--- config.mk ---
export PLATFORM = sky130hd
export DESIGN_NAME = rv_decode_stage
export DESIGN_NICKNAME = d
export VERILOG_FILES = /design/src/rtl/rv_decode_pkg.sv /design/src/rtl/rv_lane_decode.sv /design/src/rtl/rv_decode_stage.sv
export SDC_FILE = /design/constraint.sdc
export NUM_CORES = 1
export LEC_CHECK = 0
export ABC_AREA = 1
export CELL_PAD_IN_SITES_DETAIL_PLACEMENT = 0
export CELL_PAD_IN_SITES_GLOBAL_PLACEMENT = 1
export CORE_MARGIN = 2
export CORE_UTILIZATION = 38
export CTS_CLUSTER_DIAMETER = 80
export DETAILED_ROUTE_END_ITERATION = 8
export PLACE_DENSITY = 0.83
export SLEW_MARGIN = 30
export SYNTH_ARGS = -nofsm -noshare
export SYNTH_HDL_FRONTEND = slang
export SYNTH_SLANG_ARGS = --single-unit
--- constraint.sdc ---
create_clock -name clk -period 2.1 [get_ports clk]
set_input_delay 0.525 -clock clk [delete_from_list [all_inputs] [get_ports clk]]
set_output_delay 0.525 -clock clk [all_outputs]
set_load 0.05 [all_outputs]
--- src/rtl/rv_decode_pkg.sv ---
// Shared decode definitions for the RV32I decode stage: opcode constants,
// unified ALU / branch / memory op encodings and the per-lane result bundle.
package rv_decode_pkg;

    localparam logic [6:0] RTYPE  = 7'b0110011;
    localparam logic [6:0] ITYPE  = 7'b0010011;
    localparam logic [6:0] ILTYPE = 7'b0000011;
    localparam logic [6:0] STYPE  = 7'b0100011;
    localparam logic [6:0] BTYPE  = 7'b1100011;
    localparam logic [6:0] IJTYPE = 7'b1101111;
    localparam logic [6:0] IITYPE = 7'b1100111;
    localparam logic [6:0] U1TYPE = 7'b0110111;
    localparam logic [6:0] U2TYPE = 7'b0010111;

    typedef enum logic [3:0] {
        ALU_ADD   = 4'd0,
        ALU_SUB   = 4'd1,
        ALU_SLL   = 4'd2,
        ALU_SLT   = 4'd3,
        ALU_SLTU  = 4'd4,
        ALU_XOR   = 4'd5,
        ALU_SRL   = 4'd6,
        ALU_SRA   = 4'd7,
        ALU_OR    = 4'd8,
        ALU_AND   = 4'd9,
        ALU_PASSB = 4'd10
    } alu_op_e;

    // Values equal the branch funct3 so decode is a direct cast.
    typedef enum logic [2:0] {
        BR_BEQ  = 3'd0,
        BR_BNE  = 3'd1,
        BR_BLT  = 3'd4,
        BR_BGE  = 3'd5,
        BR_BLTU = 3'd6,
        BR_BGEU = 3'd7
    } br_op_e;

    // {is_store, funct3}; MEM_NONE marks a non-memory instruction.
    typedef enum logic [3:0] {
        MEM_LB   = 4'h0,
        MEM_LH   = 4'h1,
        MEM_LW   = 4'h2,
        MEM_LBU  = 4'h4,
        MEM_LHU  = 4'h5,
        MEM_SB   = 4'h8,
        MEM_SH   = 4'h9,
        MEM_SW   = 4'hA,
        MEM_NONE = 4'hF
    } mem_op_e;

    typedef struct packed {
        alu_op_e alu_op;
        br_op_e  br_op;
        mem_op_e mem_op;
        logic    illegal;
    } lane_dec_t;

    // Shared funct3 -> ALU op map; alt selects SUB/SRA.
    function automatic alu_op_e alu_from_f3(input logic [2:0] f3,
                                            input logic       alt);
        alu_op_e op;
        op = ALU_ADD;
        unique case (f3)
            3'b000: op = alt ? ALU_SUB : ALU_ADD;
            3'b001: op = ALU_SLL;
            3'b010: op = ALU_SLT;
            3'b011: op = ALU_SLTU;
            3'b100: op = ALU_XOR;
            3'b101: op = alt ? ALU_SRA : ALU_SRL;
            3'b110: op = ALU_OR;
            3'b111: op = ALU_AND;
        endcase
        return op;
    endfunction

endpackage

--- src/rtl/rv_lane_decode.sv ---
// Combinational single-lane RV32I decoder: 32-bit instruction to lane_dec_t.
// Ports: instr_i (instruction word), dec_o (decoded ops; all-zero but illegal=1 if illegal).
module rv_lane_decode
    import rv_decode_pkg::*;
(
    input  logic [31:0] instr_i,
    output lane_dec_t   dec_o
);

    logic [6:0] opc;
    logic [6:0] f7;
    logic [2:0] f3;
    lane_dec_t  d;
    logic       unused_bits;

    assign opc = instr_i[6:0];
    assign f3  = instr_i[14:12];
    assign f7  = instr_i[31:25];

    // Register and immediate fields play no part in the op decode.
    assign unused_bits = ^{instr_i[24:15], instr_i[11:7]};

    always_comb begin
        d.alu_op  = ALU_ADD;
        d.br_op   = BR_BEQ;
        d.mem_op  = MEM_NONE;
        d.illegal = 1'b0;
        unique case (opc)
            RTYPE: begin
                if (f7 == 7'h00) begin
                    d.alu_op = alu_from_f3(f3, 1'b0);
                end else if (f7 == 7'h20 && (f3 == 3'b000 || f3 == 3'b101)) begin
                    d.alu_op = alu_from_f3(f3, 1'b1);
                end else begin
                    d.illegal = 1'b1;
                end
            end
            ITYPE: begin
                // Only shift-immediates carry a funct7; bit30 elsewhere is imm.
                if (f3 == 3'b001) begin
                    d.alu_op  = ALU_SLL;
                    d.illegal = (f7 != 7'h00);
                end else if (f3 == 3'b101) begin
                    if (f7 == 7'h00)      d.alu_op = ALU_SRL;
                    else if (f7 == 7'h20) d.alu_op = ALU_SRA;
                    else                  d.illegal = 1'b1;
                end else begin
                    d.alu_op = alu_from_f3(f3, 1'b0);
                end
            end
            ILTYPE: begin
                if (f3 == 3'b011 || f3 == 3'b110 || f3 == 3'b111)
                    d.illegal = 1'b1;
                else
                    d.mem_op = mem_op_e'({1'b0, f3});
            end
            STYPE: begin
                if (f3 >= 3'd3)
                    d.illegal = 1'b1;
                else
                    d.mem_op = mem_op_e'({1'b1, f3});
            end
            BTYPE: begin
                if (f3 == 3'b010 || f3 == 3'b011) begin
                    d.illegal = 1'b1;
                end else begin
                    d.alu_op = ALU_SUB;
                    d.br_op  = br_op_e'(f3);
                end
            end
            IITYPE: d.illegal = (f3 != 3'b000);
            U1TYPE: d.alu_op  = ALU_PASSB;
            IJTYPE, U2TYPE: d.alu_op = ALU_ADD;
            default: d.illegal = 1'b1;
        endcase
        dec_o = d.illegal ? lane_dec_t'({$bits(lane_dec_t){1'b0}} | 1'b1) : d;
    end

endmodule

--- src/rtl/rv_decode_stage.sv ---
// Registered multi-lane decode stage with a 2-entry skid buffer (MAIN/SKID),
// registered in_ready and a saturating illegal-lane counter.
// Ports: clk, rst (async high), flush; in_valid/in_ready/in_instr upstream;
// out_valid/out_ready/out_alu_op/out_br_op/out_mem_op/out_illegal downstream;
// illegal_cnt (saturating count of delivered illegal lanes).
module rv_decode_stage
    import rv_decode_pkg::*;
#(
    parameter int LANES    = 1,
    parameter int ALU_OP_W = 4,
    parameter int CNT_W    = 16
) (
    input  logic                      clk,
    input  logic                      rst,
    input  logic                      flush,
    input  logic                      in_valid,
    output logic                      in_ready,
    input  logic [32*LANES-1:0]       in_instr,
    output logic                      out_valid,
    input  logic                      out_ready,
    output logic [ALU_OP_W*LANES-1:0] out_alu_op,
    output logic [3*LANES-1:0]        out_br_op,
    output logic [4*LANES-1:0]        out_mem_op,
    output logic [LANES-1:0]          out_illegal,
    output logic [CNT_W-1:0]          illegal_cnt
);

    lane_dec_t [LANES-1:0] dec;
    lane_dec_t [LANES-1:0] main_q, main_d;
    lane_dec_t [LANES-1:0] skid_q, skid_d;
    logic                  main_v_q, main_v_d;
    logic                  skid_v_q, skid_v_d;
    logic                  rdy_q, rdy_d;
    logic [CNT_W-1:0]      cnt_q, cnt_d;
    logic [2:0]            pop;
    logic [CNT_W+2:0]      sum;
    logic                  accept;
    logic                  out_hs;

    for (genvar k = 0; k < LANES; k++) begin : g_lane
        logic [3:0] alu_raw;

        rv_lane_decode u_dec (
            .instr_i (in_instr[32*k +: 32]),
            .dec_o   (dec[k])
        );

        assign alu_raw                        = main_q[k].alu_op;
        assign out_alu_op[ALU_OP_W*k +: ALU_OP_W] = ALU_OP_W'(alu_raw);
        assign out_br_op[3*k +: 3]            = main_q[k].br_op;
        assign out_mem_op[4*k +: 4]           = main_q[k].mem_op;
        assign out_illegal[k]                 = main_q[k].illegal;
    end

    assign accept      = in_valid & rdy_q;
    assign out_hs      = main_v_q & out_ready;
    assign in_ready    = rdy_q;
    assign out_valid   = main_v_q;
    assign illegal_cnt = cnt_q;

    always_comb begin
        pop = '0;
        for (int k = 0; k < LANES; k++)
            pop = pop + {2'b00, main_q[k].illegal};
        sum = {3'b000, cnt_q} + {{CNT_W{1'b0}}, pop};
    end

    always_comb begin
        main_d   = main_q;
        skid_d   = skid_q;
        main_v_d = main_v_q;
        skid_v_d = skid_v_q;
        cnt_d    = cnt_q;
        if (flush) begin
            main_v_d = 1'b0;
            skid_v_d = 1'b0;
        end else begin
            if (out_hs) begin
                if (sum > {3'b000, {CNT_W{1'b1}}})
                    cnt_d = '1;
                else
                    cnt_d = sum[CNT_W-1:0];
            end
            // rdy_q is low whenever SKID is full, so accept implies SKID empty.
            if (out_hs && skid_v_q) begin
                main_d   = skid_q;
                skid_v_d = 1'b0;
            end else if (out_hs || !main_v_q) begin
                main_v_d = accept;
                if (accept) main_d = dec;
            end else if (accept) begin
                skid_d   = dec;
                skid_v_d = 1'b1;
            end
        end
        rdy_d = ~skid_v_d;
    end

    always_ff @(posedge clk or posedge rst) begin
        if (rst) begin
            main_q   <= '0;
            skid_q   <= '0;
            main_v_q <= 1'b0;
            skid_v_q <= 1'b0;
            rdy_q    <= 1'b1;
            cnt_q    <= '0;
        end else begin
            main_q   <= main_d;
            skid_q   <= skid_d;
            main_v_q <= main_v_d;
            skid_v_q <= skid_v_d;
            rdy_q    <= rdy_d;
            cnt_q    <= cnt_d;
        end
    end

endmodule

**After elaboration in Yosys (flattened, before gate mapping)**

Memory sizes are Yosys's and may differ from the RTL's.
Cells that the tools add are included.

- Word-level logic and storage cells: 95
- Output and inout bits: 30
- Memories: 3
- ROM bits: 96
- Bits in registers: 43
- Input bits: 37

- Equal/unequal tests: 17
- Reduce and logical (&&, ||, !) cells: 20
- Bitwise gates (word level): 6
- $add $sub $neg: 1
- Muxes and demuxes: 34
- Magnitude comparators: 2

Memory list:

| name | depth | bits a word | rd ports | clocked after memory_dff | wr ports | line | RTL |
|---|---|---|---|---|---|---|---|
| (name not given) | 8 | 4 | 1 | 0 | 0 | rv_decode_pkg.sv:64 | `unique case (f3)` |
| (name not given) | 8 | 4 | 1 | 0 | 0 | rv_decode_pkg.sv:64 |  |
| (name not given) | 8 | 4 | 1 | 0 | 0 | rv_decode_pkg.sv:64 |  |

Operators by type and width:

| kind | number |
|---|---|
| $mux W12 | 4 |
| $eq A7 B6 Y1 const B | 4 |
| $mux W4 | 7 |
| $eq A7 B7 Y1 const B | 3 |
| $add A16 B1 Y17 | 1 |
| $gt A17 B16 Y1 const B | 1 |
| $mux W1 | 16 |
| $mux W16 | 1 |
| $pmux W4 S4 | 1 |
| $eq A7 B5 Y1 const B | 2 |
| $eq A3 B3 Y1 const B | 3 |
| $mux W3 | 3 |
| $pmux W4 S2 | 1 |
| $eq A7 B2 Y1 const B | 1 |
| $logic_not A7 Y1 | 1 |
| $pmux W1 S7 | 1 |
| $reduce_bool A7 Y1 | 1 |
| $eq A3 B2 Y1 const B | 2 |
| $reduce_bool A2 Y1 | 3 |
| $logic_or A1 B1 Y1 | 5 |
| $not A1 Y1 | 4 |
| $reduce_and A2 Y1 | 2 |
| $reduce_and A4 Y1 | 1 |
| $eq A3 B1 Y1 const B | 1 |
| other kinds (9) | 11 |

**Longest topological paths before layout**

- Word-level depth: 10
- Gate-level depth with buffers: 14

**Hierarchy**

From an unflattened synthesis, not the netlist that was laid out.

- Cell total of the unflattened synthesis: 434
- Area, all modules: 2961.6 µm²

Modules (own cells, without submodules):

| module | sequential area each (µm²) | area an instance (µm²) | times used | cells each |
|---|---|---|---|---|
| rv_decode_stage | 1077.3 | 2195.9 | 1 | 275 |
| rv_lane_decode | 0.0 | 765.7 | 1 | 159 |

**Least setup slack after synthesis**

No wires, ideal clock.

- Path type: register -> register
- Start point: register cnt_q[0] (netlist: illegal_cnt[0])
- End point: register cnt_q[0] (netlist: illegal_cnt[0])
- Slack: 0.287 ns
- Data arrival time: 1.736 ns
- Path buffers: 0
- Cell stages (with the launch flop): 10
- Cells stage by stage: dfrtp_1 -> ha_1 -> nand2_1 -> nor3_1 -> nand3_1 -> inv_1 -> nand3_1 -> inv_1 -> nand2_2 -> o21ai_1

- Longest elaborated chain between the ends: 3

Ends and longest elaborated chain:

| what | line | RTL |
|---|---|---|
| start, declared | rv_decode_stage.sv:34 | `logic [CNT_W-1:0] cnt_q, cnt_d;` |
| start signal, assigned | rv_decode_stage.sv:113 | `cnt_q <= cnt_d;` |
| $add A16 B1 Y17 (*) | rv_decode_stage.sv:65 | `sum = {3'b000, cnt_q} + {{CNT_W{1'b0}}, pop};` |
| $gt A17 B16 Y1 | rv_decode_stage.sv:79 | `if (sum > {3'b000, {CNT_W{1'b1}}})` |
| $mux W16 (*) | rv_decode_stage.sv:79 |  |

Every way passes the cells marked *; elsewhere a longest branch is shown, timed or not.
A chain may end at the register's enable or synchronous reset.

**Worst setup path after layout**

- Start point: register cnt_q[0] (netlist: illegal_cnt[0])
- End point: output port illegal_cnt[0]

RTL lines:

| what | line | RTL |
|---|---|---|
| end, declared | rv_decode_stage.sv:25 | `output logic [CNT_W-1:0] illegal_cnt` |

No word-level cell between the ends.

==> metrics <==
status completed; Net Count, Synth 427; first-pass GRT wire length 11,300 um; grt ovf 0; switching part of the total 35.2%; final period utilization 97.4%; largest net degree at the start of global routing 44; slowest stage cell, crit path clkdlybuf4s50_1; CP peak stage delay 0.83 ns; Synth Register Bits 43; Worst Path Buf+Inv 1; Mapped Cells 383; CP Class reg -> out; drt via density 4.69; placer's final routability congestion estimate 0.885; Detailed Routing Iterations Pass 1 4; Design Power 2.13 mW; worst r2r src out_illegal$_DFFE_PP0P_; Worst Reg-to-Reg Cells 9; Max-slew headroom 65.3%; crit path cell chain clkdlybuf4s50_1; Synth cell types 34; critical path required time 1.57 ns; highest clock rate 489 MHz; Least-Margin Pin Slew 0.519 ns; clock tree sinks 43; R2R setup slack 0.39 ns; P_sw 0.751 mW; endpoints failing setup 0; Max VDD drop 0.000292 V; commonest cells after routing, fill and taps aside nand2_1, buf_4, inv_1; DRT antenna net count 0; postcts setup bufs 0; CP Launch Type flip-flop; post-route minimum period 2.04 ns; Residual DRC 0; DRT iter0 DRCs 138; CP delay by family, top buffers and inverters; Clock Power Share 23.5%; Post-CTS Hold Buffers 0; Cell Int Power 1.38 mW; Main synth FF type dfrtp_1; clk_lat worst skew 0.29 ns; total wire length 6780 um; register area 1080 um^2; Overall Global Routing Usage 17.9%; CTS tree built; Seq/Total Area, Yosys 39.1%; HP Start skid_q[6]$_DFFE_PP0P_; share of layout cells above drive strength 1 19.4%; Worst Setup End Kind primary output; # IOs 67; root buffer cell clkbuf_8; Post-Syn Area 2760 um^2; die span in y 89.2 um; WP data arrival 1.52 ns; Comb pwr share 30.2%; multi-input logic area 1470 um^2; reg2reg end illegal_cnt[0]$_DFFE_PP0P_; Std-Cell Rows 31; Post-synth ARST share 100%; Area growth syn-to-layout 37.4%; min-delay worst type reg -> reg; Fin. Hold Viols 0; Ys Warns 0; Reg power frac 46.2%; Setup Skew 0.00827 ns; Detailed Place HPWL 5300 um; CTS Buf Count 5; Hold Worst Slack 0.481 ns; crit-path max FO 4; RSZ-0062 raised after global routing yes; core area 7140 um^2; Static Leak 2.00 nW; most common cell after layout, fill and taps aside nand2_1; NumNets Final 523; IO Port Bufs 51; Hold Crit Depth 2; initial antenna violation count 0; H-tree depth 2; Worst-path clk slew 0.08 ns; Initial Util 38.6%; Fill cells 745; WL per Instance 11.7 um; die width 89.2 um; number of enable-type register cells in the synthesized netlist 0; die area 7950 um^2; Syn Area/Cell 7.19 um^2; vias 2,718; Slew Viols, Final 0; cell area power density 564 nW/um^2; number of global-route vias before repair 2,459; Hold Crit Endpoint skid_q[6]$_DFFE_PP0P_; ant diodes 0; CTS Buffer Depth 2; max cap viols 0
state kept, by name (all words and copies together) (netlist names):
signal,count
out_valid,1
out_alu_op,4
out_br_op,3
out_illegal,1
skid_q,12
in_ready,1
skid_v_q,1
out_mem_op,4
illegal_cnt,16
power by group through the flow:
stage	Sequential [mW]	Clock [mW]	Combinational (mW)
2_1_floorplan	1.18	0	0.210
3_3_place_gp	0.998	0	0.635
3_5_place_dp	1.00	0	0.646
4_1_cts	0.987	0.520	0.651
5_1_grt	1.00	0.551	0.706
6_report	0.987	0.502	0.646
stage by stage:
stage               setup WS [ns]  std cells  utilization, %  cell area [um^2]  TNS [ns]
floorplan                   0.287        383               -              2760         0
global placement           -0.362        570            51.4              3670     -5.70
finish                     0.0554        579            53.0              3780         0
detailed placement         -0.418        570            51.4              3670     -7.11
global route              -0.0105        579            53.0              3780   -0.0199
CTS                        0.0245        579            52.8              3760         0
final cells by class:
| type | count | share of cell area (%) |
|---|---|---|
| timing repair buffer | 94 | 22.0 |
| inverter | 55 | 5.45 |
| clock inverter | 1 | 0.132 |
| sequential | 43 | 28.5 |
| clock buffer | 7 | 2.02 |
| tap | 99 | 3.27 |
| multi-input combinational | 280 | 38.7 |
synthesized netlist by cell type (all sizes together), types with 2 or more instances:
cell / number / area share [%]
nor3: 8 / 1.6
a21oi: 15 / 2.7
buf: 4 / 0.95
clkbuf: 2 / 0.27
nand3: 37 / 8.4
o21ai: 25 / 4.5
ha: 7 / 3.2
o2111ai: 2 / 0.64
nand4: 8 / 1.8
o211ai: 2 / 0.54
dfrtp: 42 / 38
nand2: 108 / 16
inv: 54 / 7.4
xor2: 7 / 2.2
nor2: 54 / 9.2
cell families (layout without fill, tap and decap cells):
logic type	after synthesis	in the layout	share of synthesized area, %
fa+ha+maj	7	7	3.18
buf+inv	61	157	8.72
compound gates	47	47	9.17
simple gates	217	218	37.3
flops	43	43	39.1
xor+xnor	8	8	2.54
layer usage:
layer	routed length, um	GRT usage [%]	vias to the layer above
li1	-	-	1413
met1	3310	25.7	1251
met2	3210	28.6	49
met3	214	2.49	5
met4	51	4.48	0
met5	0	0	-
repair_timing:
item	CTS	global route
pin swaps	1	1
gates resized for setup	4	7
gates cloned	1	0
setup endpoints to repair	14	6
how the worst max path moves through the flow:
stage / from / to / slack, ns / cells past startpoint
final: illegal_cnt[0]$_DFFE_PP0P_ / illegal_cnt[0] / 0.06 / 1
after global routing: in_instr[4] / out_alu_op[1]$_DFFE_PP0P_ / -0.01 / 14
after CTS: illegal_cnt[11]$_DFFE_PP0P_ / illegal_cnt[11] / 0.02 / 1
after detailed placement: in_instr[12] / out_alu_op[1]$_DFFE_PP0P_ / -0.42 / 14
after global placement: in_instr[12] / out_alu_op[1]$_DFFE_PP0P_ / -0.36 / 14
after floorplan: illegal_cnt[0]$_DFFE_PP0P_ / illegal_cnt[0]$_DFFE_PP0P_ / 0.29 / 9
No activity file was read; power rests on OpenSTA's default activity.
